### src/rtl/seg7_source_sched.sv
// Display source scheduler for the seg7x16 driver: MMIO register file plus a
// MANUAL/AUTO/HOLD controller choosing which 32-bit word the display shows.
module seg7_source_sched #(
  parameter logic [31:0] DWELL_RST = 32'd50_000_000,
  parameter logic [31:0] DATA_RST  = 32'h0000_0000
) (
  input  logic        CLK,
  input  logic        RST,
  input  logic        bus_we,
  input  logic        bus_re,
  input  logic [1:0]  bus_addr,
  input  logic [31:0] bus_wdata,
  output logic [31:0] bus_rdata,
  input  logic [31:0] src_pc,
  input  logic [31:0] src_instr,
  input  logic [31:0] src_dbg,
  output logic [31:0] disp_data,
  output logic [1:0]  disp_src,
  output logic        disp_update
);

  // state  | meaning
  // MANUAL | display follows CTRL.sel, live
  // AUTO   | rotate sources every DWELL cycles, live
  // HOLD   | display word and index frozen
  typedef enum logic [1:0] {MANUAL, AUTO, HOLD} stateT;

  stateT       state, stateNext;
  logic [31:0] dataReg, dwellReg, dwellCnt, cntNext, dispNext;
  logic [3:0]  ctrlReg, ctrlNext;
  logic [1:0]  srcNext, srcPrev;
  logic        cfgWr;

  always_comb begin
    ctrlNext  = ctrlReg;
    if (bus_we && bus_addr == 2'd1) ctrlNext = bus_wdata[3:0];
    cfgWr     = bus_we && (bus_addr == 2'd1 || bus_addr == 2'd2);
    stateNext = MANUAL;
    if (ctrlNext[3])      stateNext = HOLD;
    else if (ctrlNext[2]) stateNext = AUTO;
    srcNext = disp_src;
    cntNext = '0;
    case (stateNext)
      MANUAL: srcNext = ctrlNext[1:0];
      AUTO: begin
        if (state != AUTO) begin
          srcNext = ctrlNext[1:0];
        end else if (cfgWr) begin
          cntNext = '0;
        end else if (dwellCnt == dwellReg - 32'd1) begin
          srcNext = disp_src + 2'd1;
        end else begin
          cntNext = dwellCnt + 32'd1;
        end
      end
      default: ;
    endcase
    case (srcNext)
      2'd0:    dispNext = dataReg;
      2'd1:    dispNext = src_pc;
      2'd2:    dispNext = src_instr;
      default: dispNext = src_dbg;
    endcase
  end

  always_ff @(posedge CLK or posedge RST) begin
    if (RST) begin
      dataReg     <= DATA_RST;
      ctrlReg     <= '0;
      dwellReg    <= DWELL_RST;
      dwellCnt    <= '0;
      state       <= MANUAL;
      disp_data   <= DATA_RST;
      disp_src    <= '0;
      srcPrev     <= '0;
      disp_update <= 1'b0;
      bus_rdata   <= '0;
    end else begin
      if (bus_we) begin
        case (bus_addr)
          2'd0:    dataReg  <= bus_wdata;
          2'd1:    ctrlReg  <= bus_wdata[3:0];
          2'd2:    dwellReg <= (bus_wdata == 32'd0) ? 32'd1 : bus_wdata;
          default: ;
        endcase
      end
      // Reads see the registers as they were before this cycle's write.
      if (bus_re) begin
        case (bus_addr)
          2'd0:    bus_rdata <= dataReg;
          2'd1:    bus_rdata <= {28'd0, ctrlReg};
          2'd2:    bus_rdata <= dwellReg;
          default: bus_rdata <= {28'd0, state == AUTO, state == HOLD, disp_src};
        endcase
      end
      state    <= stateNext;
      dwellCnt <= cntNext;
      if (stateNext != HOLD) begin
        disp_src  <= srcNext;
        disp_data <= dispNext;
      end
      srcPrev     <= disp_src;
      disp_update <= (disp_src != srcPrev) && (stateNext != HOLD);
    end
  end

endmodule

### config.mk
export PLATFORM = sky130hd
export DESIGN_NAME = seg7_source_sched
export DESIGN_NICKNAME = d
export VERILOG_FILES = /design/src/rtl/seg7_source_sched.sv
export SDC_FILE = /design/constraint.sdc
export NUM_CORES = 1
export LEC_CHECK = 0
export BUFFER_PORTS_ARGS = -buffer_cell sky130_fd_sc_hd__buf_2
export CAP_MARGIN = 10
export CORE_MARGIN = 2
export CORE_UTILIZATION = 40
export CTS_CLUSTER_SIZE = 30
export DETAILED_ROUTE_END_ITERATION = 8
export PLACE_DENSITY_LB_ADDON = 0.3
export SLEW_MARGIN = 20
export SYNTH_ARGS = -nofsm -noshare
export SYNTH_HDL_FRONTEND = slang
export SYNTH_SLANG_ARGS = --single-unit
### constraint.sdc
create_clock -name CLK -period 13.5 [get_ports CLK]
set_input_delay 2.7 -clock CLK [delete_from_list [all_inputs] [get_ports CLK]]
set_output_delay 2.7 -clock CLK [all_outputs]
set_load 0.01 [all_outputs]
==> metrics list, run 1 <==
- Switching Power: 0.591 mW
- The total count of max-transition violations in the final report is 0.
* Clock power frac: 0.296
- The critical path in this run is classified as in -> reg.
* Routability Congestion: 0.900
* Summed instance area of the synthesized netlist: 0.00948 mm²
- Of all flip-flops after synthesis, the portion carrying an async set or reset was 1.00.
- Total wire length: 26200 µm
- Share of the synthesized area in the top cell type: 0.420
* Portion of total power attributed to combinational logic: 0.289
- Setup repair after global routing left no endpoint under its margin.
- The region available for standard cell placement spans 0.0234 mm².
- Measured slew at the worst slew-check pin: 1.09 ns
- The share of the Yosys chip area taken by registers is 0.453.
- The H-tree generated during clock tree synthesis spans 4 levels.
* Filler cells: 2153
- Crit path setup slack, layout: 7.44 ns
* Die H: 158 µm
- Leading register cell type out of synthesis: sky130_fd_sc_hd__dfrtp_1
- Setup violations remaining at the end of the flow were counted as 0.
- In the synthesized netlist, the number of instances is 880.
- In the final layout, the share of cells above drive strength 1 is 0.349.
- Counting every net in the synthesized netlist gives 1020.
* Outcome: finished, final reports clean
* Library cell with the largest summed area after synthesis: sky130_fd_sc_hd__dfrtp_1
- Clk Latency, worst-skew pair: 0.43 ns
- Signal arrival time at the worst endpoint: 6.39 ns
* Io pins: 201
- Counting flops with a built-in enable in the synthesized netlist gives 0.
* Number of buffer cells added on primary ports: 200
* Number of antenna violations at the first check in global routing: 1
- Dividing the synthesized area by the synthesized cell count gives 10.8 µm².
- Clock tree root driver cell: sky130_fd_sc_hd__clkbuf_16
- Instance area at placement: 0.0107 mm²
- After synthesis, the netlist uses 70 different library cells.
* Most frequent standard cell in the layout excluding fill and tap cells: sky130_fd_sc_hd__buf_2
- The first global-routing pass estimated 40700 µm of wire.
- Std cell rows: 56
- After detailed routing, the number of vias per cell comes to 5.49.
- CTS max path bufs: 2
* Total CTS buffers: 17
- After clock tree synthesis, the clock-pin slew on the worst setup and hold paths is 0.07 ns.
- Number of DRC markers after the initial detailed-route iteration: 533
- Data required time of the worst path: 13.84 ns
- Overflow left after global routing: 0
- By area the synthesized netlist is led by sky130_fd_sc_hd__dfrtp_1 42%, sky130_fd_sc_hd__mux2_2 8.1%, sky130_fd_sc_hd__mux2i_1 7.1%.
- For this run, design rule violations remaining after detail routing come to 0.
- Dividing the final minimum period by the clock period gives 0.449.
- Relative to the synthesized area, the layout overhead comes to 18.9%.
* Final Net Count: 1188
- The tool flagged a number of max-cap violations equal to 0.
- Reg power frac: 0.415
- For this run, the top clock speed supported by timing is 165 MHz.
- The worst setup path is captured at a flop.
* DR pass1 iterations: 8
- Adding up every negative setup slack in the final design gives 0 ns.
* Clock tree from TritonCTS: yes
- In the final routed layout, each cell accounts on average for 19.0 µm.
* Sw Share: 0.339
* Overall fraction of global-route tracks in use: 0.211
- Resized Gates After CTS: 0
- Hold repair after CTS inserted 0 buffers.
- Summed over all cells, the static leakage comes to 5.10 nW.
- Clock sinks: 171
- Across the VDD grid, the largest voltage drop is 0.0000794 V.
- Final Hold Vio Count: 0
* Die Width: 158 µm
- Counting flops and latches in the post-synthesis netlist gives 171.
* Starting density of the core: 0.405
* Die Outline Area: 0.0250 mm²
- In this run the remaining antenna-violating nets after routing total 0.
* Setup crit start kind: input port
* Pin count of the biggest net entering global routing: 96
- Path category of the worst min-delay check: reg -> reg
- During synthesis, Yosys emitted a total of 0 warnings.
- Number of vias in the routed layout: 7579
* Leading cell types in the layout, fill and taps excluded: 200 x sky130_fd_sc_hd__buf_2, 159 x sky130_fd_sc_hd__dfrtp_1, 98 x sky130_fd_sc_hd__nor2_1, 68 x sky130_fd_sc_hd__mux2_2, 66 x sky130_fd_sc_hd__mux2i_1
- After routing the design area is 0.0113 mm².
* Critical-path maximum fanout: 65
- In this run the power density over the cells is 155 mW/mm².
- Setup WS pre-CTS: 7.00 ns
- After legalization and detailed placement, the total HPWL measured 18900 µm.
- At the end of the flow the core is filled with cells to 0.482.
- Final critical path time including I/O delays and setup: 6.06 ns
- Largest clock skew in the final design: 0.0106 ns
- In this run the post-CTS setup repair buffer count came out at 0.
* Cell internal pwr: 1.15 mW
* Worst slew margin relative to its limit: 0.273
* Number of global-route vias before repair: 7337
per-layer routing:
metal  wire (µm)  track usage
met1       11400        0.285
met2       12400        0.338
met3        1810       0.0443
met4         541       0.0695
met5           0            0
path summary, 6_finish.rpt:
path / cells after the start / end / slack (ns) / startpoint
setup / recovery: 14 / disp_data[27] / 7.44 / bus_addr[1]
hold / removal: 1 / bus_rdata[3] / 0.51 / bus_rdata[3]
setup reg to reg: 11 / disp_data[27] / 8.34 / dwellReg[8]
hold reg to reg: 1 / bus_rdata[3] / 0.51 / bus_rdata[3]
max in group asynchronous: 3 / dataReg[19] / 9.46 / RST
min in group asynchronous: 2 / disp_data[14] / 2.45 / RST
cell usage after synthesis, drive strengths merged, types with 4 or more instances:
master / number
dfrtp: 159
nor2: 98
mux2: 68
mux2i: 67
inv: 46
xnor2: 40
a221oi: 34
buf: 30
clkbuf: 30
a22oi: 29
o22ai: 28
xor2: 27
nand2: 24
nor4: 24
nand3: 22
a21oi: 16
nor3: 15
dfstp: 12
o21ai: 12
and3: 11
nand4: 10
ha: 6
nor2b: 6
and2: 5
or3: 5
or4: 5
a222oi: 4
nand3b: 4
o2111ai: 4
layout make-up:
cell class	count	area, µm²	area share
multi-input combinational	603	4730	0.419
clock buffer	17	425	0.0377
antenna	1	2.50	0.000222
inverter	46	178	0.0158
clock inverter	15	185	0.0164
timing repair buffer	209	1070	0.0947
tap	319	399	0.0354
sequential	171	4290	0.381
critical path, stage by stage:
cell and delay [ns]:
sky130_fd_sc_hd__buf_2 0.11, sky130_fd_sc_hd__inv_1 0.07, sky130_fd_sc_hd__ha_1 0.23, sky130_fd_sc_hd__nand2_1 0.20, sky130_fd_sc_hd__mux2i_4 0.24, sky130_fd_sc_hd__buf_4 0.26, sky130_fd_sc_hd__inv_1 0.26, sky130_fd_sc_hd__nor2_1 0.08
sky130_fd_sc_hd__a21oi_1 0.20, sky130_fd_sc_hd__or4b_1 0.51, sky130_fd_sc_hd__nand3_4 0.10, sky130_fd_sc_hd__buf_4 0.78, sky130_fd_sc_hd__mux2i_1 0.23, sky130_fd_sc_hd__a221oi_2 0.31
state kept, by name, summed over array words and instances, names as in the netlist, 2 cells and up:
name and flops:
srcPrev 2, bus_rdata 32, disp_data 32, dataReg 32
dwellReg 32, ctrlReg 4, state 2, dwellCnt 32
disp_src 2
logic make-up after synthesis:
family / synth area share
compound gates: 0.140
xor+xnor: 0.0619
flops: 0.453
buf+inv: 0.0528
mux: 0.151
fa+ha+maj: 0.00792
simple gates: 0.133
metrics by stage:
stage / hold WS (ns) / power, mW / cells
2_1_floorplan: 0.476 / 1.08 / 880
3_3_place_gp: 0.487 / 1.22 / 1348
3_5_place_dp: 0.493 / 1.24 / 1348
4_1_cts: 0.509 / 1.75 / 1380
5_1_grt: 0.529 / 1.84 / 1381
6_report: 0.505 / 1.74 / 1381
power groups by stage:
stage               Sequential (mW)  Clock, mW  Combinational, mW
floorplan                     0.720          0              0.359
global placement              0.729          0              0.494
CTS                           0.722      0.525              0.508
global route                  0.739      0.547              0.555
finish                        0.723      0.515              0.504
detailed placement            0.731          0              0.506
(Power assumes the default switching activity.)
==> run 2, diff against run 1 <==
clock period = 5.2 ns   (was 13.5 ns; I/O delays follow)
==> metrics list, run 2 (synthesis results as in run 1) <==
* Die Width: 158 µm
- Number of antenna violations at the first check in global routing: 0
- Walking the worst path, the cells encountered are inv_1, ha_1, or3b_2, o21ai_0, o211ai_1, or4b_4, a2111oi_4, nand4_2, or4b_1, nand3_4, buf_12, mux2i_1, a221oi_2.
- DP HPWL: 19800 µm
* Data required time of the worst path: 5.46 ns
- Cts hold-fix bufs: 0
- The first detailed-routing pass ran for 6 iterations.
- Clock tree root driver cell: sky130_fd_sc_hd__clkbuf_16
- Die Outline Area: 0.0250 mm²
- Launch instance of the worst min-delay path: bus_rdata[1]
- Clk Latency, worst-skew pair: 0.43 ns
- Along the worst hold path, the cell count comes to 1.
- The clock passes through at most 2 buffers.
* Io pins: 201
* Reported max-cap violation count: 0
- After detailed routing, the number of remaining DRC violations is 0.
* Filler cells: 2192
- Final hold slack: 0.503 ns
- Post-CTS setup repair buffer count: 0
- Global-route wire length before repair: 41700 µm
- Setup WS pre-CTS: 0.605 ns
- Setup crit start kind: flop
- At the worst endpoint, the arrival time is 4.91 ns.
* Resized Gates After CTS: 0
* Critical path buffers and inverters: 2
- In this run the cell area measured after placement is 0.0108 mm².
* Clock tree from TritonCTS: yes
* Grt peak-use layer: met2
- Outcome: finished, final reports clean
- On the worst path, the slowest cell contributes a delay of 0.58 ns.
- In the routed layout, each cell is associated on average with a via count of 5.47.
- Setup slack on the worst reg-to-reg path comes out at 0.55 ns.
- The total count of max-transition violations in the final report was 0.
- Final ANT Viol Nets: 0
* R2R Path Start: dwellReg[0]
* Placeable core area: 0.0234 mm²
- STA classifies the critical path endpoint as a flop.
- Pin count of the biggest net entering global routing: 88
* Largest clock skew in the final design: 0.0139 ns
* Unrepaired setup endpoints after global routing: false
- Terminus of the critical flop-to-flop path: disp_data[21]
- Final Hold Vio Count: 0
- Of the available clock period, the critical path in the final layout requires 0.893.
- Number of cells traversed by the worst register-to-register path: 13
* Final critical path time including I/O delays and setup: 4.65 ns
- Overall fraction of global-route tracks in use: 0.217
- The congestion estimate from routability-driven global placement came to 0.930.
* Cell area after layout: 0.0114 mm²
* Number of H-tree branching levels: 4
- Compared with the post-synthesis result, the final layout area differs by 20.2%.
* Path category of the worst min-delay check: reg -> reg
* Met1 layer usage reported by global route: 0.304
- After layout, the worst setup slack is 0.554 ns.
- Routed length per instance: 19.3 µm
* Antenna cells: 0
- Clock-pin slew reported for the worst setup and hold paths after clock tree synthesis: 0.07 ns
- Highest-delay cell along the critical path: sky130_fd_sc_hd__or3b_2
- Buffers placed on the I/O ports in this run total 200.
- Accumulated negative setup slack: 0 ns
- Die H: 158 µm
- Number of global-route vias before repair: 7386
* Pwr/cell area: 396 mW/mm²
- FMAX: 215 MHz
* Critical-path maximum fanout: 28
- For this block, the routed nets add up to 26900 µm of wire.
* Overflow left after global routing: 0
* Leading cell types in the layout, fill and taps excluded: 200 x sky130_fd_sc_hd__buf_2, 159 x sky130_fd_sc_hd__dfrtp_1, 98 x sky130_fd_sc_hd__nor2_1, 68 x sky130_fd_sc_hd__mux2_2, 66 x sky130_fd_sc_hd__mux2i_1
* Most frequent standard cell in the layout excluding fill and tap cells: sky130_fd_sc_hd__buf_2
- Worst supply voltage drop on vdd: 0.000166 V
- In this run the core area contains 56 standard-cell rows.
- Number of vias in the routed layout: 7621
* Final Net Count: 1202
- For this configuration, the core starts out at a cell density of 0.405.
* Global-route track usage on met3: 0.0361
- # setup viols final: 0
- Counting the buffers created by CTS gives 17.
* Share of cells above drive strength 1: 0.354
- The critical path is of the reg -> reg type.
* Measured slew at the worst slew-check pin: 0.974 ns
* Static Leakage: 5.15 nW
* Worst min-delay path endpoint: bus_rdata[1]
* Clock sinks: 171
* Number of DRC markers after the initial detailed-route iteration: 437
- Worst slew margin relative to its limit: 0.351
- For met2 alone, demand over resource in global routing was 0.352.
- The completed layout was analyzed and its total power is 4.51 mW.
- Kind of cell with the highest combined delay on the critical path: simple AND/OR/NAND/NOR gates
[run 2: how the worst max path moves through the flow]
stage                startpoint             to  slack (ns)  cells past startpoint
CTS                 dwellReg[0]  disp_data[21]        0.56                     13
detailed placement  dwellReg[0]  disp_data[21]        0.60                     13
finish              dwellReg[0]  disp_data[21]        0.55                     13
global placement    dwellReg[2]  disp_data[20]        0.71                     11
global route        dwellReg[0]  disp_data[25]        0.27                     14
floorplan           dwellReg[0]  disp_data[10]        1.30                     15
[run 2: area by class of cell]
type                    count  area (µm²)  share of cell area
well taps                 319         399              0.0350
repair buffers            223        1210               0.106
clock inverters            12         143              0.0125
multi-input cells         603        4720               0.415
clock buffers              20         447              0.0392
flip-flops and latches    171        4290               0.377
inverters                  46         176              0.0155
[run 2: through the flow]
step / util / std cells
finish: 0.487 / 1394
global route: 0.487 / 1394
CTS: 0.487 / 1394
detailed placement: 0.462 / 1362
global placement: 0.462 / 1362
floorplan: - / 880
[run 2: metal layers]
metal,share of wire,wire length [µm]
met2,0.47,12700
met5,0,0
met3,0.052,1400
met1,0.46,12500
met4,0.011,308
[run 2: power by group]
part | total (mW) | leakage [nW] | internal (mW) | switching (mW)
combinational | 1.37 | 2.78 | 0.643 | 0.730
sequential | 1.86 | 2.09 | 1.61 | 0.245
clock | 1.28 | 0.279 | 0.728 | 0.552
total | 4.51 | 5.15 | 2.98 | 1.53
[run 2: worst reg2reg max path, cell delays in order, from the launching register on]
cell,delay [ns]
sky130_fd_sc_hd__dfrtp_1,0.45
sky130_fd_sc_hd__inv_1,0.11
sky130_fd_sc_hd__ha_1,0.19
sky130_fd_sc_hd__or3b_2,0.58
sky130_fd_sc_hd__o21ai_0,0.22
sky130_fd_sc_hd__o211ai_1,0.16
sky130_fd_sc_hd__or4b_4,0.55
sky130_fd_sc_hd__a2111oi_4,0.38
sky130_fd_sc_hd__nand4_2,0.22
sky130_fd_sc_hd__or4b_1,0.57
sky130_fd_sc_hd__nand3_4,0.37
sky130_fd_sc_hd__buf_12,0.30
sky130_fd_sc_hd__mux2i_1,0.29
sky130_fd_sc_hd__a221oi_2,0.09
